### config.mk
export PLATFORM = sky130hd
export DESIGN_NAME = stream_computer
export DESIGN_NICKNAME = d
export VERILOG_FILES = /design/src/rtl/stream_computer_pkg.sv /design/src/rtl/stream_computer_reg_memory.sv /design/src/rtl/stream_computer.sv
export SDC_FILE = /design/constraint.sdc
export NUM_CORES = 1
export LEC_CHECK = 0
export BUFFER_PORTS_ARGS = -buffer_cell sky130_fd_sc_hd__buf_4
export CAP_MARGIN = 20
export CELL_PAD_IN_SITES_DETAIL_PLACEMENT = 1
export CELL_PAD_IN_SITES_GLOBAL_PLACEMENT = 1
export CORE_AREA = 2 2 106 108
export DETAILED_ROUTE_END_ITERATION = 10
export DIE_AREA = 0 0 108 110
export HOLD_SLACK_MARGIN = 0.03
export PLACE_DENSITY = 0.76
export SLEW_MARGIN = 15
export SYNTH_ARGS = -nofsm -noshare
export SYNTH_HDL_FRONTEND = slang
export SYNTH_SLANG_ARGS = --single-unit
### constraint.sdc
create_clock -name Clock -period 2.55 [get_ports Clock]
set_input_delay 0.3825 -clock Clock [delete_from_list [all_inputs] [get_ports Clock]]
set_output_delay 0.3825 -clock Clock [all_outputs]
set_load 0.01 [all_outputs]
### src/rtl/stream_computer_pkg.sv
// Shared types and opcode field layout for the stream_computer core.
// Opcode layout (MSB..LSB): {op[2:0], dst[M-1:0], srcA[M-1:0], srcB[M-1:0], imm[N-1:0]}.
package stream_computer_pkg;

  typedef enum logic [2:0] {
    OP_NOP   = 3'd0,
    OP_LOADI = 3'd1,
    OP_ADD   = 3'd2,
    OP_SUB   = 3'd3,
    OP_AND   = 3'd4,
    OP_OR    = 3'd5,
    OP_XOR   = 3'd6,
    OP_SHL   = 3'd7
  } op_e;

  typedef enum logic [2:0] {
    S_IDLE = 3'd0,
    S_RD_A = 3'd1,
    S_RD_B = 3'd2,
    S_EXEC = 3'd3,
    S_WR   = 3'd4
  } state_e;

  function automatic int op_width(input int n, input int m);
    return 3 + 3 * m + n;
  endfunction

  function automatic int imm_lsb(input int n, input int m);
    return 0 * (n + m);
  endfunction

  function automatic int srcb_lsb(input int n, input int m);
    return n + 0 * m;
  endfunction

  function automatic int srca_lsb(input int n, input int m);
    return n + m;
  endfunction

  function automatic int dst_lsb(input int n, input int m);
    return n + 2 * m;
  endfunction

  function automatic int op_lsb(input int n, input int m);
    return n + 3 * m;
  endfunction

endpackage

### src/rtl/stream_computer_reg_memory.sv
// Register memory for stream_computer: COUNT = 2**M words of N bits,
// asynchronous clear, one synchronous read port, one write port and one
// combinational peek port for debug.
module reg_memory
  import stream_computer_pkg::*;
#(
  parameter int N = 8,
  parameter int M = 2
) (
  input  logic         clk_i,
  input  logic         rst_ni,
  input  logic [M-1:0] rd_addr_i,
  output logic [N-1:0] rd_data_o,
  input  logic         we_i,
  input  logic [M-1:0] wr_addr_i,
  input  logic [N-1:0] wr_data_i,
  input  logic [M-1:0] peek_addr_i,
  output logic [N-1:0] peek_data_o
);

  localparam int COUNT = 2 ** M;

  logic [N-1:0] mem_q [COUNT];
  logic [N-1:0] rd_data_q;

  // Storage array: cleared on reset, written on the write strobe.
  always_ff @(posedge clk_i or negedge rst_ni) begin
    if (!rst_ni) begin
      for (int i = 0; i < COUNT; i++) begin
        mem_q[i] <= '0;
      end
    end else if (we_i) begin
      mem_q[wr_addr_i] <= wr_data_i;
    end
  end

  // Synchronous read port: data appears the cycle after the address.
  always_ff @(posedge clk_i or negedge rst_ni) begin
    if (!rst_ni) begin
      rd_data_q <= '0;
    end else begin
      rd_data_q <= mem_q[rd_addr_i];
    end
  end

  assign rd_data_o   = rd_data_q;
  assign peek_data_o = mem_q[peek_addr_i];

endmodule

### src/rtl/stream_computer.sv
// stream_computer: opcode stream executor with a single-port register memory.
// Each opcode runs IDLE -> RD_A -> RD_B -> EXEC -> WR (LOADI jumps IDLE -> WR,
// NOP and illegal ops retire directly from IDLE).
// Build option: define COMPUTER_SHIFT_EN to enable op 7 (SHL); otherwise op 7
// is treated as illegal and no shifter is built.
module stream_computer
  import stream_computer_pkg::*;
#(
  parameter  int N    = 8,
  parameter  int M    = 2,
  localparam int OP_W = 3 + 3 * M + N
) (
  input  logic            Clock,
  input  logic            ResetN,
  input  logic            OpValid,
  output logic            OpReady,
  input  logic [OP_W-1:0] OpCode,
  output logic            Done,
  output logic            Error,
  output logic [N-1:0]    Result,
  output logic            Zero,
  output logic            Carry,
  input  logic [M-1:0]    PeekAddr,
  output logic [N-1:0]    PeekData
);

  localparam int OP_LSB   = op_lsb(N, M);
  localparam int DST_LSB  = dst_lsb(N, M);
  localparam int SRCA_LSB = srca_lsb(N, M);
  localparam int SRCB_LSB = srcb_lsb(N, M);
  localparam int IMM_LSB  = imm_lsb(N, M);

  state_e       state_q, state_d;
  logic         done_q, done_d;
  logic         error_q, error_d;
  logic [N-1:0] result_q, result_d;
  logic         zero_q, zero_d;
  logic         carry_q, carry_d;
  logic         accept;

  op_e          op_in;
  op_e          op_q;
  logic [M-1:0] dst_q, srca_q, srcb_q;
  logic [N-1:0] imm_q;
  logic [N-1:0] a_q, b_q;

  logic [M-1:0] rd_addr;
  logic [N-1:0] rd_data;
  logic         we;
  logic [N-1:0] wr_data;
  logic [N-1:0] alu_res;
  logic         alu_carry;
  logic [N:0]   sum;

  assign op_in   = op_e'(OpCode[OP_LSB +: 3]);
  assign OpReady = (state_q == S_IDLE);

  // Control state: FSM, retire pulses and visible flags.
  always_ff @(posedge Clock or negedge ResetN) begin
    if (!ResetN) begin
      state_q  <= S_IDLE;
      done_q   <= 1'b0;
      error_q  <= 1'b0;
      result_q <= '0;
      zero_q   <= 1'b1;
      carry_q  <= 1'b0;
    end else begin
      state_q  <= state_d;
      done_q   <= done_d;
      error_q  <= error_d;
      result_q <= result_d;
      zero_q   <= zero_d;
      carry_q  <= carry_d;
    end
  end

  // Next-state decode; NOP and illegal ops retire straight from IDLE.
  always_comb begin
    state_d = state_q;
    done_d  = 1'b0;
    error_d = 1'b0;
    accept  = 1'b0;
    case (state_q)
      S_IDLE: begin
        if (OpValid) begin
          accept = 1'b1;
          case (op_in)
            OP_NOP:   done_d  = 1'b1;
            OP_LOADI: state_d = S_WR;
            OP_ADD, OP_SUB, OP_AND, OP_OR, OP_XOR: state_d = S_RD_A;
`ifdef COMPUTER_SHIFT_EN
            OP_SHL:   state_d = S_RD_A;
`endif
            default: begin
              done_d  = 1'b1;
              error_d = 1'b1;
            end
          endcase
        end
      end
      S_RD_A: state_d = S_RD_B;
      S_RD_B: state_d = S_EXEC;
      S_EXEC: state_d = S_WR;
      S_WR: begin
        state_d = S_IDLE;
        done_d  = 1'b1;
      end
      default: state_d = S_IDLE;
    endcase
  end

  // ---- accept stage: latch opcode fields; operand capture stages follow ----
  // Opcode fields and operands are pure data and need no reset.
  always_ff @(posedge Clock) begin
    if (accept) begin
      op_q   <= op_in;
      dst_q  <= OpCode[DST_LSB +: M];
      srca_q <= OpCode[SRCA_LSB +: M];
      srcb_q <= OpCode[SRCB_LSB +: M];
      imm_q  <= OpCode[IMM_LSB +: N];
    end
    if (state_q == S_RD_B) begin
      a_q <= rd_data;
    end
    if (state_q == S_EXEC) begin
      b_q <= rd_data;
    end
  end

  // RD_A reads srcA; RD_B reads srcB while srcA data is being captured.
  assign rd_addr = (state_q == S_RD_B) ? srcb_q : srca_q;

  // ---- write stage: ALU result from captured operands ----
  // ALU evaluated in WR from the captured A and B operands.
  always_comb begin
    alu_res   = '0;
    alu_carry = 1'b0;
    sum       = '0;
    case (op_q)
      OP_ADD: begin
        sum       = {1'b0, a_q} + {1'b0, b_q};
        alu_res   = sum[N-1:0];
        alu_carry = sum[N];
      end
      OP_SUB: begin
        alu_res   = a_q - b_q;
        alu_carry = (a_q < b_q);
      end
      OP_AND: alu_res = a_q & b_q;
      OP_OR:  alu_res = a_q | b_q;
      OP_XOR: alu_res = a_q ^ b_q;
`ifdef COMPUTER_SHIFT_EN
      OP_SHL: begin : shl_blk
        logic [N-1:0]   shamt;
        logic [2*N-1:0] wide;
        shamt     = b_q % N'(N);
        // Bit N of the widened shift is the last bit pushed out of the word.
        wide      = {{N{1'b0}}, a_q} << shamt;
        alu_res   = wide[N-1:0];
        alu_carry = wide[N];
      end
`endif
      default: ;
    endcase
  end

  // Memory write and flag update happen together at the end of WR.
  always_comb begin
    we       = (state_q == S_WR);
    wr_data  = (op_q == OP_LOADI) ? imm_q : alu_res;
    result_d = result_q;
    zero_d   = zero_q;
    carry_d  = carry_q;
    if (we) begin
      result_d = wr_data;
      zero_d   = (wr_data == '0);
      carry_d  = (op_q == OP_LOADI) ? 1'b0 : alu_carry;
    end
  end

  reg_memory #(
    .N (N),
    .M (M)
  ) u_mem (
    .clk_i       (Clock),
    .rst_ni      (ResetN),
    .rd_addr_i   (rd_addr),
    .rd_data_o   (rd_data),
    .we_i        (we),
    .wr_addr_i   (dst_q),
    .wr_data_i   (wr_data),
    .peek_addr_i (PeekAddr),
    .peek_data_o (PeekData)
  );

  assign Done   = done_q;
  assign Error  = error_q;
  assign Result = result_q;
  assign Zero   = zero_q;
  assign Carry  = carry_q;

endmodule

==> results of run 1 <==
## final cells by class
type	instances	area (um2)
clock buffer	9	124
multi-input combinational	244	2090
timing repair buffer	71	533
tap	140	175
inverter	25	93.8
sequential	88	2370
clock inverter	7	101
fill	1138	5210
## report_power, final
| part | total [mW] | internal, mW | switching, mW |
|---|---|---|---|
| logic | 2.93 | 1.39 | 1.54 |
| registers | 2.42 | 2.04 | 0.383 |
| clock network | 1.15 | 0.565 | 0.581 |
| total | 6.50 | 3.99 | 2.51 |
## stage by stage
stage	hold slack (ns)	setup TNS [ns]	instances	setup WS, ns
floorplan	0.0869	0	374	0.165
global placement	0.421	0	560	0.0655
detailed placement	0.433	0	560	0.0163
CTS	0.0598	0	576	0.00121
global route	0.0830	-0.0985	584	-0.0459
finish	0.0402	0	584	0.0637
## state kept, by name, summed over array words and instances (netlist names)
name / flops
imm_q: 8
srcb_q: 2
Zero: 1
op_q: 3
dst_q: 2
u_mem.rd_data_o: 8
Result: 8
u_mem.mem_q: 32
Carry: 1
a_q: 8
Error: 1
Done: 1
srca_q: 2
state_q: 3
b_q: 8
## critical path: cells and delay by family, from the launching register on
family	cells	cell delay (ns)
compound gates	4	0.61
buf+inv	3	0.43
flops	1	0.41
fa+ha+maj	1	0.37
mux	1	0.29
simple gates	1	0.27
## cell usage after synthesis, drive strengths merged, types with 4 or more instances
library cell and number:
ha 24, dfrtp 54, edfxtp 33, nand3 5, clkbuf 11, nor3 5, a21oi 32, mux4 16
nor2 27, buf 6, inv 25, o211ai 6, o21ai 27, mux2 17, mux2i 4, nand2 28
## cell families (layout without fill, tap and decap cells)
group / after synthesis / in the layout / share of synthesized area, %
and+or+nand+nor: 82 / 82 / 8.68
xor gates and xnor gates: 3 / 3 / 0.581
DFF: 88 / 88 / 52.4
muxes: 37 / 37 / 13.2
buffers and inverters: 42 / 112 / 3.84
AOI/OAI and AO/OA: 96 / 96 / 13.9
adders and majority gates: 26 / 26 / 7.52
## timing repair
item | in CTS | in global routing
gates resized for setup | 0 | 24
setup endpoints to repair | 0 | 12
setup buffers | 0 | 8
## per-layer routing
metal	track usage (%)	wire length, um	up-vias
li1	-	-	1493
met1	26.3	5260	1714
met2	36.3	6270	68
met3	4.94	421	11
met4	5.95	132	0
met5	0	0	-
## final timing paths
| check | cells past startpoint | slack [ns] | from | endpoint |
|---|---|---|---|---|
| worst max-delay path | 10 | 0.06 | a_q[2] | u_mem.mem_q[15] |
| worst min-delay path | 1 | 0.04 | ResetN | u_mem.mem_q[18] |
| worst max register to register | 10 | 0.06 | a_q[2] | u_mem.mem_q[15] |
| worst min register to register | 0 | 0.45 | u_mem.rd_data_o[4] | a_q[4] |
| max in group asynchronous | 1 | 2.03 | ResetN | u_mem.mem_q[29] |
| min in group Clock | 1 | 0.17 | OpCode[10] | srca_q[0] |
==> results.py, run 1 <==
metrics = {
    "cts": {
        "root_buffer": "clkbuf_8",
        "cts_buffer_depth": 2,
        "clock_sinks": 88,
        "path_clk_slew_ns": 0.10,
        "cts_tree": "done",
        "clock_latency_ns": 0.38,
        "numCtsBuffers": 9,
        "cts.htree.levels": 3,
        "cts_hold_buffers": 0,
    },
    "placement": {
        "io_buffer_count": 42,
        "gp_congestion": 0.852,
        "dpl_cell_area_mm2": 0.00509,
        "hpwl_um": 8420,
    },
    "synth": {
        "syn_nets": 422,
        "yosys-top-cells-area": "dfrtp_1 30%, edfxtp_1 22%, mux4_2 8.0%, ha_1 6.6%, a21oi_1 3.5%",
        "yosys.area.top_type": "dfrtp_1",
        "syn_inst": 374,
        "syn_avg_cell_area_um2": 12.1,
        "synth_area_mm2": 0.00452,
        "seq_area_frac_synth_pct": 52.4,
        "yosysUniqueCellTypes": 62,
        "synth_seq_cells": 88,
        "synthArstFlopShare_pct": 62.5,
        "yosysWarnings": 0,
        "yosysTopAreaCellShare_pct": 29.9,
        "synth_edf_count": 33,
        "yosys_most_used_dff": "dfrtp_1",
    },
    "critical_path": {
        "cp_cell_sequence": "inv_1 > ha_1 > buf_4 > and4_2 > o211ai_1 > a21oi_2 > o21a_1 > o31ai_4 > buf_4 > mux2_1",
        "endpoint_kind": "register",
        "path_class": "register to register",
        "cp_common_cell": "buf_4",
        "critical_path.max_fanout": 6,
        "worstPathRequired_ns": 2.82,
        "critPathArrivalTime_ns": 2.75,
        "cp-start-kind": "register",
        "critPathMaxStageDelay_ns": 0.41,
        "cp_slowest_cell": "edfxtp_1",
    },
    "grt": {
        "grt_pass1_vias": 3496,
        "grt_max_degree": 56,
        "grt_usage_pct": 20.9,
        "grt_overflow": 0,
        "grt_first_pass_wirelength_um": 18500,
        "antenna_found_initial": 0,
    },
    "cells_and_area": {
        "syn_to_final_growth_pct": 21.3,
        "most-common-layout-cells": "71 x buf_4, 54 x dfrtp_1, 33 x edfxtp_1",
        "finalNetCount": 487,
        "design_area_mm2": 0.00549,
        "drive_above_1_share_pct": 33.8,
        "insertedDiodeCount": 0,
        "finish.utilization_pct": 51.3,
        "layout_commonest_cell": "buf_4",
    },
    "floorplan": {
        "start_util_pct": 42.3,
        "die_y_um": 110,
        "die_w_um": 108,
        "die_area_mm2": 0.0119,
        "ios": 43,
        "fp-row-count": 38,
        "core_mm2": 0.0107,
    },
    "job": {
        "cap_violations": 0,
    },
    "timing": {
        "clock.fmax_ghz": 0.402,
        "final.setup_skew_ns": 0.0109,
        "timing_hold_violations_final": 0,
        "slew_viol_final": 0,
        "finalSetupViolCount": 0,
        "period_share_pct": 97.5,
        "worst_pin_slew_ns": 0.845,
        "fin_crit_ns": 2.49,
        "slew_headroom_pct": 43.6,
    },
    "power_and_ir_drop": {
        "powerDensity_mw_per_mm2": 1180,
        "ir_worst_vdd_mv": 0.593,
        "power_leakage_nw": 2.37,
        "design_power_total_mw": 6.50,
    },
    "routing": {
        "vias": 3286,
        "routedWlPerCell_um": 20.7,
        "drt-total-wl_um": 12100,
        "ant_nets": 0,
        "viasPerCell": 5.63,
        "remaining_drc_errors": 0,
        "firstDrtPassIters": 4,
        "dr.first_iter.drc_count": 131,
    },
    "run_status": {
        "status": "completed",
    },
    "worst_hold_path": {
        "holdCritPathClass": "input port to async pin",
    },
}
Note: power is estimated with default switching activity, not from simulation.
==> inputs of run 2 (changes only) <==
CAP_MARGIN = default   (was 20)
PLACE_DENSITY = 0.71   (was 0.76)
==> run 2 against run 1 <==
- highest routed layer unchanged
- clock skew decreased by 0.0015 ns
- register-to-register slack about the same
- non-clock buffer count decreased by 3
- clock power decreased by 21%
==> results.py, run 2 (synthesis gave the netlist of run 1 again) <==
metrics = {
    "run_status": {
        "status": "completed",
    },
    "power_and_ir_drop": {
        "powerDensity_mw_per_mm2": 1140,
        "pwr-share-clk_pct": 14.8,
        "design_power_total_mw": 6.15,
        "switching_share_pct": 38.5,
        "power_switching_mw": 2.37,
        "p_comb_share_pct": 46.1,
        "p_int_mw": 3.79,
        "p_seq_share_pct": 39.1,
        "ir_worst_vdd_mv": 0.499,
        "power_leakage_nw": 2.33,
    },
    "timing": {
        "clock.fmax_ghz": 0.402,
        "timing_hold_violations_final": 0,
        "slew_viol_final": 0,
        "worst_pin_slew_ns": 0.769,
        "period_share_pct": 97.6,
        "grt_setup_unrepaired": "true",
        "holdWs_ns": 0.0622,
        "fin_crit_ns": 2.49,
        "slew_headroom_pct": 48.6,
        "finalSetupViolCount": 0,
        "final.setup_skew_ns": 0.00940,
    },
    "critical_path": {
        "cp_cell_sequence": "ha_2 > fa_2 > xor2_1 > a22o_1 > a32oi_1 > a21oi_1 > nor4b_2 > o211ai_1 > o31ai_2",
        "worstPathRequired_ns": 2.82,
        "rr_worst_depth": 9,
        "cp_slowest_cell": "edfxtp_1",
        "critPathArrivalTime_ns": 2.76,
        "rr_startpoint": "b_q[0]",
        "regToRegSetupSlack_ns": 0.06,
        "endpoint_kind": "register",
        "critPathMaxStageDelay_ns": 0.43,
        "cp-start-kind": "register",
        "r2r_end": "Zero",
        "path_class": "register to register",
        "critical_path.max_fanout": 3,
    },
    "routing": {
        "vias": 3190,
        "firstDrtPassIters": 4,
        "remaining_drc_errors": 0,
        "ant_nets": 0,
        "routedWlPerCell_um": 19.9,
        "viasPerCell": 5.49,
        "dr.first_iter.drc_count": 117,
        "drt-total-wl_um": 11600,
    },
    "cells_and_area": {
        "seq_area_mm2": 0.00237,
        "final_cells": 581,
        "regMostFlops": "u_mem.mem_q",
        "fill_cells": 1129,
        "finalNetCount": 484,
        "syn_to_final_growth_pct": 19.4,
        "layout_commonest_cell": "buf_4",
        "largest_reg_flops": 32,
        "drive_above_1_share_pct": 32.0,
        "most-common-layout-cells": "68 x buf_4, 54 x dfrtp_1, 33 x edfxtp_1",
        "multi_input_area_mm2": 0.00208,
        "insertedDiodeCount": 0,
    },
    "grt": {
        "grt_use_met3_pct": 2.53,
        "grt_use_met1_pct": 27.7,
        "grt.busiest_layer": "met2",
        "grt_first_pass_wirelength_um": 18400,
        "met2_usage_pct": 34.9,
        "grt_max_degree": 56,
        "antenna_found_initial": 0,
        "grt_pass1_vias": 3394,
        "grt_usage_pct": 20.7,
        "grt_overflow": 0,
    },
    "job": {
        "cap_violations": 0,
    },
    "cts": {
        "path_clk_slew_ns": 0.09,
        "numCtsBuffers": 9,
        "cts_tree": "done",
        "root_buffer": "clkbuf_8",
        "clock_latency_ns": 0.36,
        "cts.htree.levels": 3,
        "cts_buffer_depth": 2,
        "clock_sinks": 88,
        "cts_hold_buffers": 0,
    },
    "floorplan": {
        "fp-row-count": 38,
        "core_mm2": 0.0107,
        "die_y_um": 110,
        "die_area_mm2": 0.0119,
        "ios": 43,
        "start_util_pct": 42.3,
        "die_w_um": 108,
    },
    "placement": {
        "hpwl_um": 8370,
        "io_buffer_count": 42,
        "placedCellCount": 560,
        "gp_congestion": 0.864,
    },
    "worst_hold_path": {
        "holdCritPathClass": "input port to async pin",
    },
}
run 2: cell types whose count changed in the layout (fill, tap and decap cells not counted), sizes merged:
| cell | before | now |
|---|---|---|
| clkbuf | 9 | 14 |
| buf | 71 | 68 |
| bufinv | 2 | 0 |
| clkinv | 2 | 0 |
| inv | 28 | 27 |
run 2: worst max path at each step:
stage / start / endpoint / cells after the start
after global routing: a_q[0] / Zero / 10
after global placement: b_q[0] / Zero / 9
after floorplan: a_q[1] / u_mem.mem_q[15] / 9
after detailed placement: b_q[0] / Zero / 9
after CTS: b_q[0] / Zero / 9
final: b_q[0] / Zero / 9
run 2: worst max-delay path, delay by kind of cell, from the launching register on:
family | cells | cell delay (ns)
and+or+nand+nor | 1 | 0.28
AOI/OAI and AO/OA | 5 | 0.91
adders and majority gates | 2 | 0.60
xor gates and xnor gates | 1 | 0.17
DFF | 1 | 0.43
run 2: through the flow:
step                util, %  instance area [um2]  setup WS (ns)  TNS, ns
finish                 50.5                 5400         0.0611        0
global route           50.5                 5400        -0.0819   -0.310
CTS                    49.4                 5280        0.00562        0
detailed placement     47.6                 5090        -0.0154  -0.0265
global placement       47.6                 5090         0.0696        0
floorplan                 -                 4520          0.165        0
run 2: power by group through the flow:
stage	Sequential, mW	Combinational, mW	Clock [mW]
final	2.41	2.83	0.912
after global routing	2.47	3.13	0.995
after CTS	2.41	2.69	0.943
after detailed placement	2.44	2.66	0
after global placement	2.40	2.58	0
after floorplan	2.33	1.71	0
run 2: timing repair:
item / 4_1_cts / 5_1_grt
setup buffers: 0 / 5
gates resized for setup: 4 / 14
pin swaps: 2 / 5
gates cloned: 0 / 0
setup endpoints to repair: 6 / 12
hold endpoints to repair: 0 / 0
run 2: area by class of cell:
type / instances / share of cell area [%]
Clock buffer: 14 / 3.01
Timing Repair Buffer: 68 / 9.45
Tap cell: 140 / 3.24
Clock inverter: 2 / 0.232
Inverter: 25 / 1.74
Sequential cell: 88 / 43.9
Multi-Input combinational cell: 244 / 38.5
run 2: metal layers:
layer	vias to the layer above	share of wire (%)
met5	-	0
met4	0	1.9
met3	20	3.5
met2	52	49
met1	1631	45
li1	1487	-
==> inputs of run 3 (changes only) <==
CORE_AREA = 2 2 101 103   (was 2 2 106 108)
DIE_AREA = 0 0 103 105   (was 0 0 108 110)
PLACE_DENSITY = 0.75   (was 0.71)
clock period = 2.67 ns   (was 2.55 ns; I/O delays follow)
==> run 3 against run 2 <==
- wire length fell by 2.6%
- utilization up 4.9 points
- non-clock buffer count decreased by 7
- design area decreased by 1.2%
- critical path depth unchanged
- largest power group unchanged
- highest routed layer unchanged
==> results.py, run 3 (synthesis gave the netlist of run 1 again) <==
metrics = {
    "timing": {
        "worst_pin_slew_ns": 0.756,
        "fin_crit_ns": 2.61,
        "period_share_pct": 97.7,
        "slew_viol_final": 0,
        "timing_hold_violations_final": 0,
        "final.setup_skew_ns": 0.0106,
        "finalSetupViolCount": 0,
        "slew_headroom_pct": 49.6,
        "clock.fmax_ghz": 0.383,
    },
    "cells_and_area": {
        "largest_reg_flops": 32,
        "drive_above_1_share_pct": 29.7,
        "finalNetCount": 477,
        "syn_to_final_growth_pct": 17.9,
        "regMostFlops": "u_mem.mem_q",
        "layout_commonest_cell": "buf_4",
        "final_cells": 567,
        "most-common-layout-cells": "61 x buf_4, 54 x dfrtp_1, 33 x edfxtp_1",
        "insertedDiodeCount": 0,
        "finish.utilization_pct": 55.3,
    },
    "routing": {
        "remaining_drc_errors": 0,
        "viasPerCell": 5.73,
        "ant_nets": 0,
        "drt-total-wl_um": 11300,
        "dr.first_iter.drc_count": 157,
        "vias": 3247,
        "firstDrtPassIters": 4,
        "routedWlPerCell_um": 19.9,
    },
    "grt": {
        "grt_max_degree": 56,
        "antenna_found_initial": 0,
        "grt_usage_pct": 22.1,
        "grt_pass1_vias": 3350,
        "grt_overflow": 0,
        "grt_first_pass_wirelength_um": 17800,
    },
    "floorplan": {
        "core_mm2": 0.00964,
        "start_util_pct": 46.9,
        "fp-row-count": 36,
        "die_area_mm2": 0.0108,
        "die_w_um": 103,
        "ios": 43,
        "die_y_um": 105,
    },
    "critical_path": {
        "path_class": "register to register",
        "endpoint_kind": "register",
        "critical_path.max_fanout": 6,
        "cp-start-kind": "register",
        "critPathArrivalTime_ns": 2.93,
        "worstPathRequired_ns": 2.99,
    },
    "run_status": {
        "status": "completed",
    },
    "power_and_ir_drop": {
        "powerDensity_mw_per_mm2": 1110,
        "power_leakage_nw": 2.31,
        "design_power_total_mw": 5.91,
        "ir_worst_vdd_mv": 0.708,
    },
    "placement": {
        "io_buffer_count": 42,
        "hpwl_um": 8110,
        "gp_congestion": 0.870,
        "placedCellCount": 545,
    },
    "worst_hold_path": {
        "holdCritPathClass": "input port to async pin",
    },
    "cts": {
        "path_clk_slew_ns": 0.09,
        "clock_sinks": 88,
        "numCtsBuffers": 9,
        "clock_latency_ns": 0.37,
        "cts_hold_buffers": 0,
        "cts_buffer_depth": 2,
        "cts.htree.levels": 3,
        "cts_tree": "done",
        "root_buffer": "clkbuf_8",
    },
    "job": {
        "cap_violations": 0,
    },
}
[run 3: changes by cell type in the layout (fill, tap and decap cells not counted), moves of 2 or more]
cell / delta
inv_4: -2
a21oi_2: -4
buf_4: -7
clkbuf_1: -3
ha_1: +2
inv_6: +2
a21oi_1: +4
[run 3: metal layers]
layer	GRT usage [%]	part of all wire, %	vias to the layer above
met5	0	0	-
met4	7.24	1.6	0
met3	5.89	3.5	13
met2	34.8	51	66
met1	29.7	44	1685
li1	-	-	1483
[run 3: path summary, 6_finish.rpt]
path,startpoint,to,slack [ns],cells past startpoint
min in group Clock,OpCode[5],imm_q[5],0.19,1
worst max-delay path,a_q[1],u_mem.mem_q[31],0.06,9
worst min register to register,u_mem.rd_data_o[7],b_q[7],0.45,0
worst min-delay path,ResetN,u_mem.mem_q[10],0.07,1
worst max register to register,a_q[1],u_mem.mem_q[31],0.06,9
max in group asynchronous,ResetN,u_mem.mem_q[27],2.13,1
[run 3: worst max-delay path: stages, from the launching register on]
cell and delay (ns):
edfxtp_1 0.44, inv_1 0.18, ha_4 0.23, o21ba_2 0.21, or4_4 0.43, o2111ai_4 0.15
o32ai_4 0.15, o21a_1 0.22, o31ai_4 0.34, mux2_2 0.21
[run 3: report_power, final]
group / internal [mW] / switching, mW / total (mW)
sequential: 1.95 / 0.358 / 2.30
clock: 0.472 / 0.525 / 0.996
combinational: 1.21 / 1.40 / 2.61
[run 3: what timing repair did]
item,CTS,global route
setup endpoints to repair,0,8
gates resized for setup,0,9
buffers inserted,0,6
hold endpoints to repair,0,0
[run 3: metrics by stage]
step | TNS, ns | area (um2) | worst slack, ns | hold slack, ns
after global routing | -0.152 | 5340 | -0.0443 | 0.111
final | 0 | 5340 | 0.0611 | 0.0702
after detailed placement | 0 | 5020 | 0.0446 | 0.432
after floorplan | 0 | 4520 | 0.285 | 0.105
after CTS | 0 | 5230 | 0.0204 | 0.0898
after global placement | 0 | 5020 | 0.169 | 0.429
[run 3: final cells by class]
type / instances / area, um2
clock inverter: 6 / 72.6
fill: 1026 / 4300
clock buffer: 10 / 138
inverter: 25 / 93.8
multi-input combinational: 244 / 2040
tap: 133 / 166
timing repair buffer: 61 / 458
sequential: 88 / 2370
